### src/rtl/mem_access_if.sv
// mem_access_if: pipeline, data-cache and snoop signals of the memory-access stage.
interface mem_access_if #(parameter int DATA_W = 32);
   logic              valid_i, ren_i, wen_i, ll_i, sc_i, halt_i;
   logic [DATA_W-1:0] addr_i, store_i;
   logic              dhit;
   logic [DATA_W-1:0] dmemload;
   logic              snoop_valid;
   logic [DATA_W-1:0] snoop_addr;
   logic              dmemREN, dmemWEN;
   logic [DATA_W-1:0] dmemaddr, dmemstore, load_o;
   logic              stall_o, halt_o;
   modport master (
      input  valid_i, ren_i, wen_i, ll_i, sc_i, halt_i, addr_i, store_i,
      input  dhit, dmemload, snoop_valid, snoop_addr,
      output dmemREN, dmemWEN, dmemaddr, dmemstore, load_o, stall_o, halt_o
   );
   modport slave (
      output valid_i, ren_i, wen_i, ll_i, sc_i, halt_i, addr_i, store_i,
      output dhit, dmemload, snoop_valid, snoop_addr,
      input  dmemREN, dmemWEN, dmemaddr, dmemstore, load_o, stall_o, halt_o
   );
endinterface

### src/rtl/mem_access.sv
// mem_access: MEM-stage controller issuing registered cache requests, stalling until dhit,
// and owning the LL/SC link register and the sticky halt flag.
module mem_access #(parameter int DATA_W = 32) (
   input logic CLK,
   input logic nRST,
   mem_access_if.master bus
);
   typedef enum logic [1:0] {IDLE, ACCESS, DONE} state_t;
   state_t state, next_state;
   logic memop, sc_fail, ll_q, sc_q, link_valid, ll_set, wr_clr, snoop_clr, unused_ok;
   logic [DATA_W-1:0] link_addr, link_nxt;
   assign memop     = bus.valid_i & (bus.ren_i | bus.wen_i) & ~bus.halt_o;
   assign sc_fail   = bus.sc_i & (~link_valid | (link_addr[DATA_W-1:2] != bus.addr_i[DATA_W-1:2]));
   assign ll_set    = (state == ACCESS) & bus.dhit & bus.dmemREN & ll_q;
   assign wr_clr    = (state == ACCESS) & bus.dhit & bus.dmemWEN &
                      (sc_q | (bus.dmemaddr[DATA_W-1:2] == link_addr[DATA_W-1:2]));
   // Snoop compares against the address being linked this cycle, so a same-cycle LL loses
   assign link_nxt  = ll_set ? bus.dmemaddr : link_addr;
   assign snoop_clr = bus.snoop_valid & (bus.snoop_addr[DATA_W-1:2] == link_nxt[DATA_W-1:2]);
   assign unused_ok = ^{bus.snoop_addr[1:0], link_addr[1:0]};
   always_ff @(posedge CLK or negedge nRST) begin
      if (!nRST) state <= IDLE;
      else       state <= next_state;
   end
   always_comb begin
      next_state  = IDLE;
      bus.stall_o = 1'b0;
      case (state)
         IDLE: begin
            next_state  = memop ? (sc_fail ? DONE : ACCESS) : IDLE;
            bus.stall_o = memop & nRST;
         end
         ACCESS: begin
            next_state  = bus.dhit ? DONE : ACCESS;
            bus.stall_o = nRST;
         end
         default: next_state = IDLE;
      endcase
   end
   always_ff @(posedge CLK or negedge nRST) begin
      if (!nRST) begin
         bus.dmemREN   <= 1'b0;
         bus.dmemWEN   <= 1'b0;
         bus.dmemaddr  <= '0;
         bus.dmemstore <= '0;
         bus.load_o    <= '0;
         bus.halt_o    <= 1'b0;
         ll_q          <= 1'b0;
         sc_q          <= 1'b0;
         link_valid    <= 1'b0;
         link_addr     <= '0;
      end else begin
         link_valid <= (link_valid | ll_set) & ~wr_clr & ~snoop_clr;
         link_addr  <= link_nxt;
         if (state == IDLE && bus.valid_i && bus.halt_i) bus.halt_o <= 1'b1;
         if (state == IDLE && memop) begin
            if (sc_fail) bus.load_o <= '0;
            else begin
               bus.dmemaddr  <= bus.addr_i;
               bus.dmemstore <= bus.store_i;
               bus.dmemWEN   <= bus.wen_i;
               bus.dmemREN   <= bus.ren_i & ~bus.wen_i;
               ll_q          <= bus.ll_i;
               sc_q          <= bus.sc_i;
            end
         end
         if (state == ACCESS && bus.dhit) begin
            bus.dmemREN <= 1'b0;
            bus.dmemWEN <= 1'b0;
            if (bus.dmemREN) bus.load_o <= bus.dmemload;
            else if (sc_q)   bus.load_o <= DATA_W'(1);
         end
      end
   end
endmodule
### src/flat_wrapper.sv
// flat-port wrapper written by rule: the top's interface ports become plain ports
module mem_access_flat 
#(parameter int DATA_W = 32)
  (CLK, nRST, bus_valid_i, bus_ren_i, bus_wen_i, bus_ll_i, bus_sc_i, bus_halt_i, bus_addr_i, bus_store_i, bus_dhit, bus_dmemload, bus_snoop_valid, bus_snoop_addr, bus_dmemREN, bus_dmemWEN, bus_dmemaddr, bus_dmemstore, bus_load_o, bus_stall_o, bus_halt_o);
  mem_access_if #(.DATA_W(DATA_W)) bus_i ();
  input logic CLK;
  input logic nRST;
  input wire logic [$bits(bus_i.valid_i)-1:0] bus_valid_i;
  input wire logic [$bits(bus_i.ren_i)-1:0] bus_ren_i;
  input wire logic [$bits(bus_i.wen_i)-1:0] bus_wen_i;
  input wire logic [$bits(bus_i.ll_i)-1:0] bus_ll_i;
  input wire logic [$bits(bus_i.sc_i)-1:0] bus_sc_i;
  input wire logic [$bits(bus_i.halt_i)-1:0] bus_halt_i;
  input wire logic [$bits(bus_i.addr_i)-1:0] bus_addr_i;
  input wire logic [$bits(bus_i.store_i)-1:0] bus_store_i;
  input wire logic [$bits(bus_i.dhit)-1:0] bus_dhit;
  input wire logic [$bits(bus_i.dmemload)-1:0] bus_dmemload;
  input wire logic [$bits(bus_i.snoop_valid)-1:0] bus_snoop_valid;
  input wire logic [$bits(bus_i.snoop_addr)-1:0] bus_snoop_addr;
  output wire logic [$bits(bus_i.dmemREN)-1:0] bus_dmemREN;
  output wire logic [$bits(bus_i.dmemWEN)-1:0] bus_dmemWEN;
  output wire logic [$bits(bus_i.dmemaddr)-1:0] bus_dmemaddr;
  output wire logic [$bits(bus_i.dmemstore)-1:0] bus_dmemstore;
  output wire logic [$bits(bus_i.load_o)-1:0] bus_load_o;
  output wire logic [$bits(bus_i.stall_o)-1:0] bus_stall_o;
  output wire logic [$bits(bus_i.halt_o)-1:0] bus_halt_o;
  assign bus_i.valid_i = bus_valid_i;
  assign bus_i.ren_i = bus_ren_i;
  assign bus_i.wen_i = bus_wen_i;
  assign bus_i.ll_i = bus_ll_i;
  assign bus_i.sc_i = bus_sc_i;
  assign bus_i.halt_i = bus_halt_i;
  assign bus_i.addr_i = bus_addr_i;
  assign bus_i.store_i = bus_store_i;
  assign bus_i.dhit = bus_dhit;
  assign bus_i.dmemload = bus_dmemload;
  assign bus_i.snoop_valid = bus_snoop_valid;
  assign bus_i.snoop_addr = bus_snoop_addr;
  assign bus_dmemREN = bus_i.dmemREN;
  assign bus_dmemWEN = bus_i.dmemWEN;
  assign bus_dmemaddr = bus_i.dmemaddr;
  assign bus_dmemstore = bus_i.dmemstore;
  assign bus_load_o = bus_i.load_o;
  assign bus_stall_o = bus_i.stall_o;
  assign bus_halt_o = bus_i.halt_o;
  mem_access #(.DATA_W(DATA_W)) u_core (.CLK(CLK), .nRST(nRST), .bus(bus_i));
endmodule
### config.mk
export PLATFORM = sky130hd
export DESIGN_NAME = mem_access_flat
export DESIGN_NICKNAME = d
export VERILOG_FILES = /design/src/rtl/mem_access_if.sv /design/src/rtl/mem_access.sv /design/src/flat_wrapper.sv
export SDC_FILE = /design/constraint.sdc
export NUM_CORES = 1
export LEC_CHECK = 0
export CORE_ASPECT_RATIO = 0.75
export CORE_MARGIN = 2
export CORE_UTILIZATION = 30
export DETAILED_ROUTE_END_ITERATION = 16
export SKIP_LAST_GASP = 1
export SYNTH_ARGS = -nofsm -noshare
export SYNTH_HDL_FRONTEND = slang
export SYNTH_SLANG_ARGS = --single-unit
export TNS_END_PERCENT = 30
### constraint.sdc
create_clock -name CLK -period 1.8 [get_ports CLK]
set_input_delay 0.18 -clock CLK [delete_from_list [all_inputs] [get_ports CLK]]
set_output_delay 0.18 -clock CLK [all_outputs]
set_load 0.02 [all_outputs]
# == Word-level counts from Yosys, hierarchy flattened ==
# Index checks and enable logic that the tools add are counted.
# op_classes
eq_ne,5
n_mux,17
n_bitwise,23
n_reduce_logical,8
# ops
operator,n
$mux 32,6
$eq 30x30->1,2
$ne 30x30->1,1
$and 1x1->1,13
$mux 1,6
$mux 2,3
$not 1->1,6
$logic_and 1x1->1,4
$or 1x1->1,4
$pmux 2 s2,1
$reduce_and 2->1,2
$eq 2x1->1 const B,1
$logic_not 2->1,1
$ne 2x2->1 const B,1
$pmux 1 s2,1
$reduce_bool 2->1,1
# word_totals
register_bits,136
out_inout_bits,100

# == Logic depth before layout (Yosys ltp) ==
# depth
ltp_word,9
depth_mapped,10
mapped_depth_nobuf,7

# == Worst setup path after synthesis ==
# OpenSTA, ideal clock, no wires.
# synth_timing
path_kind,flip-flop to flip-flop
startpoint,register u_core.bus.dmemREN
endpoint,register u_core.link_valid
t_arrival_ps,1880
t_required_ps,1664
setup_slack_ps,-215
stages_incl_launch_ff,9
synth_period_minus_slack_ps,2015
cell_sequence,dfrtp_1 -> and4b_1 -> buf_6 -> and2_4 -> buf_6 -> mux2_2 -> xor2_1 -> nor4_1 -> a31oi_1
# synth_between
elab_chain_cells,7
word_cells_on_any_way,9
classes_between,1 x eq/ne; 1 x mux; 7 x bitwise
# synth_rtl
item,line,text
start: declaration,mem_access_if.sv:15,"output dmemREN, dmemWEN, dmemaddr, dmemstore, load_o, stall_o, halt_o"
start signal: assignment,mem_access.sv:62,bus.dmemREN <= bus.ren_i & ~bus.wen_i;
$and 1x1->1 (2 in series),mem_access.sv:14,assign ll_set = (state == ACCESS) & bus.dhit & bus.dmemREN & ll_q;
$mux 32,mem_access.sv:18,assign link_nxt = ll_set ? bus.dmemaddr : link_addr;
named net u_core.link_nxt[14],mem_access.sv:11,"logic [DATA_W-1:0] link_addr, link_nxt;"
$eq 30x30->1,mem_access.sv:19,assign snoop_clr = bus.snoop_valid & (bus.snoop_addr[DATA_W-1:2] == link_nxt[DATA_W-1:2]);
$and 1x1->1,mem_access.sv:19,
$not 1->1,mem_access.sv:53,link_valid <= (link_valid | ll_set) & ~wr_clr & ~snoop_clr;
$and 1x1->1,mem_access.sv:53,
end signal: assignment,mem_access.sv:53,
end: declaration,mem_access.sv:10,"logic memop, sc_fail, ll_q, sc_q, link_valid, ll_set, wr_clr, snoop_clr, unused_ok;"
# The timed path passes the listed nets, and every way through them passes these cells.
# A chain may end at the register's enable or synchronous reset.

# == Final worst setup path ==
# layout_timing
startpoint,register u_core.link_addr[20]
endpoint,register u_core.bus.dmemstore[30]
# layout_between
elab_chain_cells,5
# layout_rtl
item,line,text
start: declaration,mem_access.sv:11,
start signal: assignment,mem_access.sv:54,link_addr <= link_nxt;
$ne 30x30->1,mem_access.sv:13,assign sc_fail = bus.sc_i & (~link_valid | (link_addr[DATA_W-1:2] != bus.addr_i[DATA_W-1:2]));
$or 1x1->1,mem_access.sv:13,
$and 1x1->1,mem_access.sv:13,
$not 1->1 (no line),n/a,
$reduce_and 2->1 (no line),n/a,
end signal: assignment,mem_access.sv:60,bus.dmemstore <= bus.store_i;
end: declaration,mem_access_if.sv:15,
# No other way between the ends.

==> results.md <==
Global routing:
- The wire length of the first global-routing pass is 31300 µm.
- The maximum number of pins on one net before global-route repair is 135.
- For this run, the total global-route usage over all layers was measured as 0.187.
- The initial antenna violation count is 0.
- The leftover overflow at the end of global routing is 0.
- The via count of the first global-routing pass is 5633.

CTS:
- In this run the number of H-tree levels came out at 4.
- The CTS sink count is 134.
- The TritonCTS clock tree is yes.
- The clock-pin transition on the worst setup and hold timing paths is 0.06 ns.
- The number of clock buffers added by TritonCTS is 17.
- The insertion delay of the later-clocked pin in the worst-skew pair is 0.41 ns.
- The tree is rooted in a sky130_fd_sc_hd__clkbuf_16.
- The buffer depth of the longest clock path is 2.

STA:
- After layout, the minimum clock period comes to 2.19 ns.
- In the final timing run, aggregate negative setup slack is -35.37 ns.
- In the finished design, the share of the clock period the worst path needs comes to 1.22.
- The maximum clock skew at final layout is 0.0105 ns.
- Once routing completed, OpenROAD measured the worst setup slack at -0.390 ns.
- The setup-violating endpoint count in the final report is 109.
- The final max-slew violation count was 0.
- The worst pin sits at a relative slew slack of 0.436.
- Setup repair after global routing could not meet its margin everywhere.
- At the pin with the least slew margin, the transition time is 0.847 ns.
- The maximum achievable frequency is 0.457 GHz.
- The final number of hold-violating endpoints is 0.

Setup path:
- In this run the worst setup path begins at u_core.link_addr[20].
- The setup path with the least slack is of type reg -> reg.
- The depth of the most critical reg-to-reg path is 7.
- The reg-to-reg setup timing slack is -0.39 ns.
- The cell repeated most along the worst path is sky130_fd_sc_hd__nand4_1.
- The critical path goes through xnor2_2 > nand4_1 > nor4_2 > nand4_1 > a21o_4 > buf_12 > mux2_4.
- The number of buffer and inverter instances along the worst setup path is 1.
- The capturing element type of the critical path is a flip-flop.
- The data arrival time of the critical path is 2.48 ns.
- STA puts the critical path data required time at 2.09 ns.
- In this run the number of cells on the critical path is 7.
- The last element of the critical path is u_core.bus.dmemstore[30].
- The maximum single-stage delay on the critical path is 0.43 ns.
- The worst register-to-register path begins at u_core.link_addr[20].
- The worst reg2reg path endpoint is u_core.bus.dmemstore[30].
- In this run the worst path has a maximum fanout of 20.
- The category of the worst setup path launch point is a flip-flop.
- The cell with the largest stage delay on the worst path is sky130_fd_sc_hd__dfrtp_2.
- The gate family responsible for the most delay along the worst path is simple AND/OR/NAND/NOR gates.

Min path:
- The worst hold path class is in -> reg.
- The hold path depth is 3.

Floorplan:
- The region available for standard cell placement spans 21000 µm².
- The die extent in y is 130 µm.
- The die covers 22300 µm².
- The number of top-level design ports is 238.
- After floorplanning, the core was divided into 46 placement rows.
- The die outline width is 172 µm.
- The initial standard-cell utilization of the core is 0.302.

Synthesis:
- Among all cell types in the netlist, the one instantiated most often is sky130_fd_sc_hd__dfrtp_1.
- By count the netlist is led by sky130_fd_sc_hd__dfrtp_1, sky130_fd_sc_hd__mux2_2, sky130_fd_sc_hd__xnor2_1.
- The cell area after synthesis is 6340 µm².
- The synthesized design contains 0 enable-type register cells.
- The warning count from the yosys run is 0.
- The portion of netlist area occupied by mux cells is 0.159.
- The unique cell type count in the Yosys netlist is 41.
- The proportion of synthesized chip area in sequential cells is 0.529.
- The share of synthesized area in the top cell type comes to 0.529.
- Synthesis produced a netlist with a net count of 638.
- In the synthesized netlist, the number of instances is 500.
- The most used flip-flop cell after synthesis is sky130_fd_sc_hd__dfrtp_1.
- The adder-cell share of the synthesized area is 0.
- The fraction of registers with async set/reset is 1.00.
- By area, the combinational part of the netlist is dominated by multiplexers.
- In this run the mean area of a mapped cell was 12.7 µm².
- Of the total synthesized cell area, the portion taken by AND, OR, NAND and NOR gates is 0.0638.
- The complex-gate fraction of the synthesized area came to 0.0891.
- The library cell occupying the most area in the post-synthesis netlist is sky130_fd_sc_hd__dfrtp_1.
- By area the synthesized netlist is led by sky130_fd_sc_hd__dfrtp_1, sky130_fd_sc_hd__mux2_2, sky130_fd_sc_hd__xnor2_1.
- The synthesized design contains 134 register bits.
- The xor and xnor area share after synthesis is 0.122.

Power and ir drop:
- The total design power is 10.7 mW.
- The peak ir drop on the vdd network is 0.000595 V.
- In this run the power density over the cells is 1010 nW/µm².
- For this design the static power due to leakage is 4.75 nW.

Placement:
- The count of input and output buffers is 235.
- The HPWL after detailed placement is 15900 µm.
- At the end of routability-driven placement, the weighted congestion stood at 0.854.

Route:
- The ratio of routed vias to standard cells is 4.64.
- For this block, the via count after detailed routing is 5344.
- The first detailed-routing pass took 4 iterations.
- The number of violations reported at the end of detailed-routing iteration 0 is 295.
- The residual DRC count is 0.
- The average detailed-routed wire length per instance is 18.4 µm.
- The count of nets left with antenna violations once routing finished came out at 0.
- The sum of routed wire length over all layers is 21200 µm.

Layout:
- The ratio of cells with drive above 1 in the final layout is 0.299.
- The final net count is 989.
- The layout overhead on the synthesized area is 66.5%.

Job:
- The tool flagged a number of max-cap violations equal to 0.

Outcome:
- The final reports fail on setup timing.
- The flow ran to the end, but the final reports show violations.
## area by class of cell
type / instances / area (µm²)
Timing Repair Buffer: 353 / 3330
Multi-Input combinational cell: 328 / 2840
Sequential cell: 134 / 3360
Tap cell: 288 / 360
Antenna cell: 1 / 2.50
Inverter: 17 / 63.8
Fill cell: 1888 / 10400
Clock inverter: 12 / 155
Clock buffer: 19 / 443
## per-layer routing
layer	share of wire	track usage	up-vias
met4	0.0067	0.0445	0
met5	0	0	-
met1	0.46	0.253	2648
met2	0.46	0.291	194
met3	0.075	0.0619	10
li1	-	-	2492
## worst min path at each step
stage / start / endpoint / slack (ns)
finish: bus_dmemload[0] / u_core.bus.load_o[0] / 0.36
floorplan: nRST / u_core.bus.dmemREN / -0.12
global route: bus_dmemload[23] / u_core.bus.load_o[23] / 0.36
detailed placement: nRST / u_core.bus.load_o[1] / 0.38
CTS: bus_dmemload[0] / u_core.bus.load_o[0] / 0.34
global placement: nRST / u_core.bus.load_o[5] / 0.37
## through the flow
stage / hold WS, ns / util / area, µm² / setup slack, ns / std cells
floorplan: -0.116 / - / 6370 / -0.137 / 500
global placement: 0.365 / 0.468 / 9810 / -0.662 / 1113
detailed placement: 0.385 / 0.468 / 9810 / -0.711 / 1113
CTS: 0.345 / 0.498 / 10400 / -0.381 / 1145
global route: 0.358 / 0.503 / 10500 / -0.500 / 1151
finish: 0.361 / 0.504 / 10600 / -0.390 / 1152
## worst min-delay path: cells and delay by family
| family | cells | cell delay, ns |
|---|---|---|
| AND/OR/NAND/NOR | 1 | 0.10 |
| AO/OA/AOI/OAI | 1 | 0.04 |
| buffers and inverters | 1 | 0.40 |
## cell families (layout without fill, tap and decap cells)
kind of cell | Yosys count | after routing
AO/OA/AOI/OAI | 75 | 75
XOR/XNOR | 88 | 88
buffers and inverters | 38 | 401
flip-flops | 134 | 134
multiplexers | 89 | 89
other | 0 | 1
AND/OR/NAND/NOR | 76 | 76
## power breakdown
part	leakage [nW]	internal (mW)	switching, mW
clock	0.289	2.21	1.36
sequential	1.76	3.47	0.343
combinational	2.69	1.80	1.50
## layout by cell type (no fill, tap or decap), drive strengths merged, types with 8 or more instances in the layout
master           n
nand4           13
nand2           19
a22o            32
xor2            41
xnor2           47
clkbuf          21
mux2            89
buf            116
o21ai           17
inv             17
nor2             8
clkdlybuf4s50  233
dfrtp          134
nor4            12
## registers in the layout (all words and copies together) (netlist names)
signal                count
u_core.bus.halt_o         1
u_core.state              2
u_core.bus.dmemREN        1
u_core.ll_q               1
u_core.bus.dmemaddr      32
u_core.sc_q               1
u_core.link_addr         30
u_core.bus.load_o        32
u_core.bus.dmemstore     32
u_core.bus.dmemWEN        1
u_core.link_valid         1
## timing repair
| item | CTS | global route |
|---|---|---|
| pin swaps | 0 | 5 |
| setup buffers | 0 | 3 |
| cloned | 0 | 3 |
| gates resized for setup | 6 | 8 |
| hold endpoints to repair | 134 | 0 |
| hold buffers | 1 | 0 |
| endpoints found under the setup margin | 110 | 124 |
(Power assumes the default switching activity.)
==> variant 1, RTL diff (same settings) <==
`DATA_W` is set to 32 in 3 places; all go to 48.
--- a/src/rtl/mem_access_if.sv
+++ b/src/rtl/mem_access_if.sv
@@ -1,5 +1,5 @@
 // mem_access_if: pipeline, data-cache and snoop signals of the memory-access stage.
-interface mem_access_if #(parameter int DATA_W = 32);
+interface mem_access_if #(parameter int DATA_W = 48);
    logic              valid_i, ren_i, wen_i, ll_i, sc_i, halt_i;
    logic [DATA_W-1:0] addr_i, store_i;
    logic              dhit;
--- a/src/rtl/mem_access.sv
+++ b/src/rtl/mem_access.sv
@@ -1,6 +1,6 @@
 // mem_access: MEM-stage controller issuing registered cache requests, stalling until dhit,
 // and owning the LL/SC link register and the sticky halt flag.
-module mem_access #(parameter int DATA_W = 32) (
+module mem_access #(parameter int DATA_W = 48) (
    input logic CLK,
    input logic nRST,
    mem_access_if.master bus
--- a/src/flat_wrapper.sv
+++ b/src/flat_wrapper.sv
@@ -1,6 +1,6 @@
 // flat-port wrapper written by rule: the top's interface ports become plain ports
 module mem_access_flat 
-#(parameter int DATA_W = 32)
+#(parameter int DATA_W = 48)
   (CLK, nRST, bus_valid_i, bus_ren_i, bus_wen_i, bus_ll_i, bus_sc_i, bus_halt_i, bus_addr_i, bus_store_i, bus_dhit, bus_dmemload, bus_snoop_valid, bus_snoop_addr, bus_dmemREN, bus_dmemWEN, bus_dmemaddr, bus_dmemstore, bus_load_o, bus_stall_o, bus_halt_o);
   mem_access_if #(.DATA_W(DATA_W)) bus_i ();
   input logic CLK;
Interface: changed (7 resized); port bits go from 238 to 350. The function was not compared with the original's and may differ.
==> variant 1 against the unedited design <==
  * The flow still finishes with violations (negative setup slack)
  * Power grew 36%
  * Clock skew grew 0.0027 ns
  * Routed wire length increased by 73%
  * Synthesized area increased by 44%
  * Setup slack worse by 0.40 ns
  * Via count rose by 50%
  * Global-route usage is 3.8 points higher
  * Sequential cell count increased by 64
  * Clock power is 8.7% higher
  * Cell area rose by 48%
==> variant 1: results (changes against the unedited design) <==
[yosys]
post_synth_most_frequent_cells=198 x sky130_fd_sc_hd__dfrtp_1, 131 x sky130_fd_sc_hd__mux2_2, 78 x sky130_fd_sc_hd__xnor2_1
synth-xor-area-share_pct=11.39  ; -0.77 points
synth_fp_nets=907  ; +42%
synth-compound-area-share_pct=9.026  ; +0.12 points
proportion_of_synthesized_area_in_mux_cells_pct=17.12  ; +1.2 points
postSynthAreaPerCell_sq_um=12.98  ; +2.4%
synth_seq_area_share_pct=54.16  ; +1.2 points
post_synth_adder_cell_area_pct=0  ; unchanged
synth.lib_cells_used.distinct=49  ; +20%
yosys-top-cells-area=sky130_fd_sc_hd__dfrtp_1 54%, sky130_fd_sc_hd__mux2_2 16%, sky130_fd_sc_hd__xnor2_1 7.5%, sky130_fd_sc_hd__a22o_1 4.7%, sky130_fd_sc_hd__xor2_1 3.9%

[pwr]
power_density_nw_per_um2=928.2  ; -8.3%
seq_cell_power_mw=5.62  ; +48%
comb_power_mw=5.00  ; +52%
irDropWorstVdd_mv=0.6197  ; +4.1%
static-leakage-power_nw=7.061  ; +49%
p_int_mw=9.744  ; +30%

[grt]
first_global_vias=8100  ; +44%
grt_start_max_net_pins=120  ; -11%
grt_first_pass_wirelength_mm=52.09  ; +66%
grt_antenna_before_repair=3  ; +3
grt_use_total_pct=22.47  ; +3.8 points

[worst_hold_path]
hold-path-cell-count=2  ; -1
hold_path.startpoint=bus_dmemload[5]

[setup_path]
regToRegEndpoint=u_core.link_valid$_DFF_PN0_
critPathSlowestCell=sky130_fd_sc_hd__or4_4
worstPathArrival_ns=2.92  ; +0.44 ns
crit_path_max_fanout=5  ; -75%
worst_r2r_startpoint=u_core.state[1]$_DFF_PN0_
reg2reg_depth=8  ; +1
cpPeakStageDelay_ns=0.55  ; +0.12 ns

[final_layout]
reg_top3=u_core.bus.dmemaddr x48, u_core.bus.dmemstore x48, u_core.bus.load_o x48
final_layout_size_suffix_gt1_share_pct=30.85  ; +0.95 points
finalNetCount=1437  ; +45%
layoutNonFillerInstCount=1649  ; +43%
fillCellCount=2646  ; +40%
multi_input_combinational_cell_area_sq_um=4103  ; +45%

[place]
routabilityCongestion=0.9003  ; +5.4%
placement.cell_area_sq_um=14280  ; +46%
placement.setup.worst_slack_ns=-1.342  ; -0.6313 ns
hpwl_mm=26.74  ; +69%
placement.io_buffers=347  ; +48%

[detailed_routing]
drt_iter0_markers=422  ; +43%
detailedRoute.firstPassIterationCount=6  ; +2
finalWirelength_mm=36.52  ; +73%
via_count=7993  ; +50%

[sta]
finalSetupViolCount=169  ; +55%
setup_tns_ns=-98.23  ; -62.85 ns
clock_skew_ns=0.01319  ; +0.002736 ns
max_slew.worst_pin.slew_ns=1.034  ; +0.1875 ns
post-route-worst-setup-slack_ns=-0.7907  ; -0.4008 ns

[status]
violated_checks=negative setup slack
status=finished, violations left

[cts]
clk_transition_reported_paths_ns=0.08  ; +0.02 ns
worstSkewPairLatency_ns=0.45  ; +0.04 ns
cts_made_buffers=17  ; unchanged
post_cts_resized=40  ; +34
cts_post_setup_buffers_inserted=17  ; +17

==> variant 1: cell types whose count changed after synthesis, moves of 16 or more <==
cell | before | now
sky130_fd_sc_hd__dfrtp_1 | 134 | 198
sky130_fd_sc_hd__mux2_2 | 81 | 131
sky130_fd_sc_hd__xnor2_1 | 47 | 78
sky130_fd_sc_hd__a22o_1 | 32 | 49
sky130_fd_sc_hd__inv_1 | 17 | 33
==> variant 1: worst min path at each step <==
stage                                            to  slack [ns]
2_1_floorplan        u_core.bus.dmemREN$_DFFE_PN0P_       -0.12
3_3_place_gp   u_core.bus.dmemstore[10]$_DFFE_PN0P_        0.41
3_5_place_dp   u_core.bus.dmemstore[12]$_DFFE_PN0P_        0.41
4_1_cts              u_core.bus.load_o[2]$_DFF_PN0_        0.31
5_1_grt             u_core.bus.load_o[24]$_DFF_PN0_        0.31
6_report             u_core.bus.load_o[5]$_DFF_PN0_        0.33
==> variant 1: layer usage <==
layer	track usage (%)	part of all wire, %	up-vias
met5	0	0.036	-
met4	6.475	1.7	2
met3	6.054	7.3	37
met2	31.95	43	275
met1	33.18	48	4060
li1	-	-	3619
==> variant 1: area by class of cell <==
type	instances	share of cell area, %
repair buffers	539	34.31
flip-flops and latches	198	31.74
multi-input cells	446	26.28
well taps	399	3.198
clock buffers	17	2.725
clock inverters	15	0.9218
inverters	33	0.7935
diodes	2	0.03206
==> variant 1: critical path: cells and delay by family, from the launching register on <==
kind                   cells  cell delay, ns
XOR/XNOR                   1            0.15
flip-flops                 1            0.39
AO/OA/AOI/OAI              1            0.12
multiplexers               1            0.31
AND/OR/NAND/NOR            4            1.37
buffers and inverters      1            0.14
==> variant 2, RTL diff (same settings) <==
Without the edit above. `link_addr` no longer has a reset.
--- a/src/rtl/mem_access.sv
+++ b/src/rtl/mem_access.sv
@@ -48,10 +48,8 @@
          ll_q          <= 1'b0;
          sc_q          <= 1'b0;
          link_valid    <= 1'b0;
-         link_addr     <= '0;
       end else begin
          link_valid <= (link_valid | ll_set) & ~wr_clr & ~snoop_clr;
-         link_addr  <= link_nxt;
          if (state == IDLE && bus.valid_i && bus.halt_i) bus.halt_o <= 1'b1;
          if (state == IDLE && memop) begin
             if (sc_fail) bus.load_o <= '0;
@@ -72,4 +70,8 @@
          end
       end
    end
+
+   always_ff @(posedge CLK) begin
+      link_addr <= link_nxt;
+   end
 endmodule
Behaviour: no difference found for any inputs over 4 cycles, from zero or initial values and one cycle with nRST low; that may be too few to reach the edited logic, so the function may still have changed.
==> variant 2 against the unedited design <==
  * The run still ends with negative setup slack left
  * Worst hold slack worse by 0.013 ns
  * Synthesized area decreased by 2.4%
  * Sequential cell count stayed put
  * Via count increased by 0.73%
  * Power decreased by 1.3%
  * Routed wire length fell by 0.20%
  * Cell area increased by 0.17%
  * Setup slack lost 0.025 ns
  * Highest routed layer unchanged
==> variant 2: results (changes against the unedited design) <==
[place]
hpwl_mm=15.59  ; -1.7%
placement.cell_area_sq_um=9615  ; -1.9%
routabilityCongestion=0.8803  ; +3.1%

[yosys]
synth-xor-area-share_pct=12.46  ; +0.30 points
synth.lib_cells_used.distinct=42  ; +2.4%
synth-compound-area-share_pct=9.122  ; +0.22 points
proportion_of_synthesized_area_in_mux_cells_pct=16.26  ; +0.39 points
yosys-top-cells-area=sky130_fd_sc_hd__dfrtp_1 42%, sky130_fd_sc_hd__mux2_2 15%, sky130_fd_sc_hd__dfxtp_1 9.7%, sky130_fd_sc_hd__xnor2_1 6.7%, sky130_fd_sc_hd__xor2_1 5.8%
post_synth_most_frequent_cells=104 x sky130_fd_sc_hd__dfrtp_1, 81 x sky130_fd_sc_hd__mux2_2, 47 x sky130_fd_sc_hd__xnor2_1
synth_async_sr_flop_share_pct=77.61  ; -22 points
synth_seq_area_share_pct=51.78  ; -1.1 points

[setup_path]
reg2reg_depth=9  ; +2
critPathSlowestCell=sky130_fd_sc_hd__dfrtp_1
worstPathArrival_ns=2.51  ; +0.03 ns
worst_path_dominant_cell_family=simple AND/OR/NAND/NOR gates
crit_path_max_fanout=7  ; -65%
cpPeakStageDelay_ns=0.38  ; -0.05 ns

[grt]
grt_first_pass_wirelength_mm=31.48  ; +0.62%
grt_use_total_pct=19.13  ; +0.47 points
first_global_vias=5696  ; +1.1%
grt_start_max_net_pins=105  ; -22%

[detailed_routing]
detailedRoute.firstPassIterationCount=4  ; unchanged
finalWirelength_mm=21.13  ; -0.20%
drt_iter0_markers=269  ; -8.8%
route.detailed.vias_per_inst=4.751  ; +2.4%

[status]
status=finished, violations left
violated_checks=negative setup slack

[final_layout]
reg_top3=u_core.bus.dmemaddr x32, u_core.bus.dmemstore x32, u_core.bus.load_o x32
final_layout_size_suffix_gt1_share_pct=32.69  ; +2.8 points
ant_diodes=0  ; -1
finalNetCount=1000  ; +1.1%
fillCellCount=1740  ; -7.8%

[pwr]
irDropWorstVdd_mv=0.7379  ; +24%
static-leakage-power_nw=4.682  ; -1.3%

[cts]
clk_root_buffer_cell=sky130_fd_sc_hd__clkbuf_16
cts_made_buffers=17  ; unchanged

[sta]
setup_tns_ns=-33.08  ; +2.296 ns
clock_skew_ns=0.008687  ; -0.001766 ns
max_slew.worst_pin.slew_ns=0.6000  ; -0.2466 ns
finalSetupViolCount=106  ; -2.8%
post-route-worst-setup-slack_ns=-0.4152  ; -0.02530 ns

[worst_hold_path]
hold_path.class=input pin to flip-flop

variant 2: cell count changes after synthesis:
cell,before,now
sky130_fd_sc_hd__dfrtp_1,134,104
sky130_fd_sc_hd__dfxtp_1,0,30
variant 2: path summary, 6_finish.rpt:
| path | endpoint | startpoint |
|---|---|---|
| setup reg to reg | u_core.link_valid$_DFF_PN0_ | u_core.state[1]$_DFF_PN0_ |
| hold / removal | u_core.bus.dmemREN$_DFFE_PN0P_ | bus_ren_i |
| max in group asynchronous | u_core.bus.dmemaddr[28]$_DFFE_PN0P_ | nRST |
| setup / recovery | u_core.link_valid$_DFF_PN0_ | u_core.state[1]$_DFF_PN0_ |
| min in group asynchronous | u_core.bus.load_o[3]$_DFF_PN0_ | nRST |
| hold reg to reg | u_core.bus.load_o[17]$_DFF_PN0_ | u_core.bus.load_o[17]$_DFF_PN0_ |
variant 2: worst min-delay path: cells and delay by family:
kind                   cells  cell delay [ns]
AOI/OAI and AO/OA          1             0.06
buffers and inverters      1             0.41
and+or+nand+nor            1             0.07
variant 2: timing repair:
action | CTS | global route
endpoints found under the hold margin | 104 | 0
hold buffers | 1 | 0
setup endpoints to repair | 105 | 116
resized for setup | 21 | 6
gates cloned | 2 | 2
setup buffers | 12 | 4
pin swaps | 5 | 3
variant 2: power by group:
| group | internal, mW | leakage (nW) | switching (mW) |
|---|---|---|---|
| sequential | 3.46 | 1.61 | 0.317 |
| clock | 2.04 | 0.275 | 1.44 |
| combinational | 1.81 | 2.79 | 1.48 |
variant 2: cell type report:
type                    instances  area, sq um  share of cell area, %
clock buffers                  17        425.4                  4.026
clock inverters                15        157.7                  1.492
inverters                      17        63.81                 0.6038
multi-input cells             328         2873                  27.18
flip-flops and latches        134         3217                  30.44
well taps                     258        322.8                  3.055
repair buffers                364         3508                  33.20
variant 2: routing by layer:
metal  share of wire, %  GRT usage (%)  vias to the layer above
li1                   -              -                     2517
met1                 45          25.55                     2666
met2                 46          30.16                      175
met3                6.9          5.260                       25
met4                2.2          6.637                        0
met5                  0              0                        -
variant 2: metrics by stage:
| stage | util [%] | hold WS, ns | power (mW) | cells | setup WS (ns) |
|---|---|---|---|---|---|
| 6_report | 52.28 | 0.3482 | 10.54 | 1133 | -0.4152 |
| 5_1_grt | 52.28 | 0.3450 | 11.01 | 1133 | -0.4981 |
| 4_1_cts | 51.71 | 0.3314 | 10.64 | 1127 | -0.4161 |
| 3_5_place_dp | 47.57 | 0.3299 | 7.104 | 1080 | -0.8380 |
| 3_3_place_gp | 47.57 | 0.3223 | 7.066 | 1080 | -0.8041 |
| 2_1_floorplan | - | -0.1156 | 5.165 | 500 | -0.1368 |
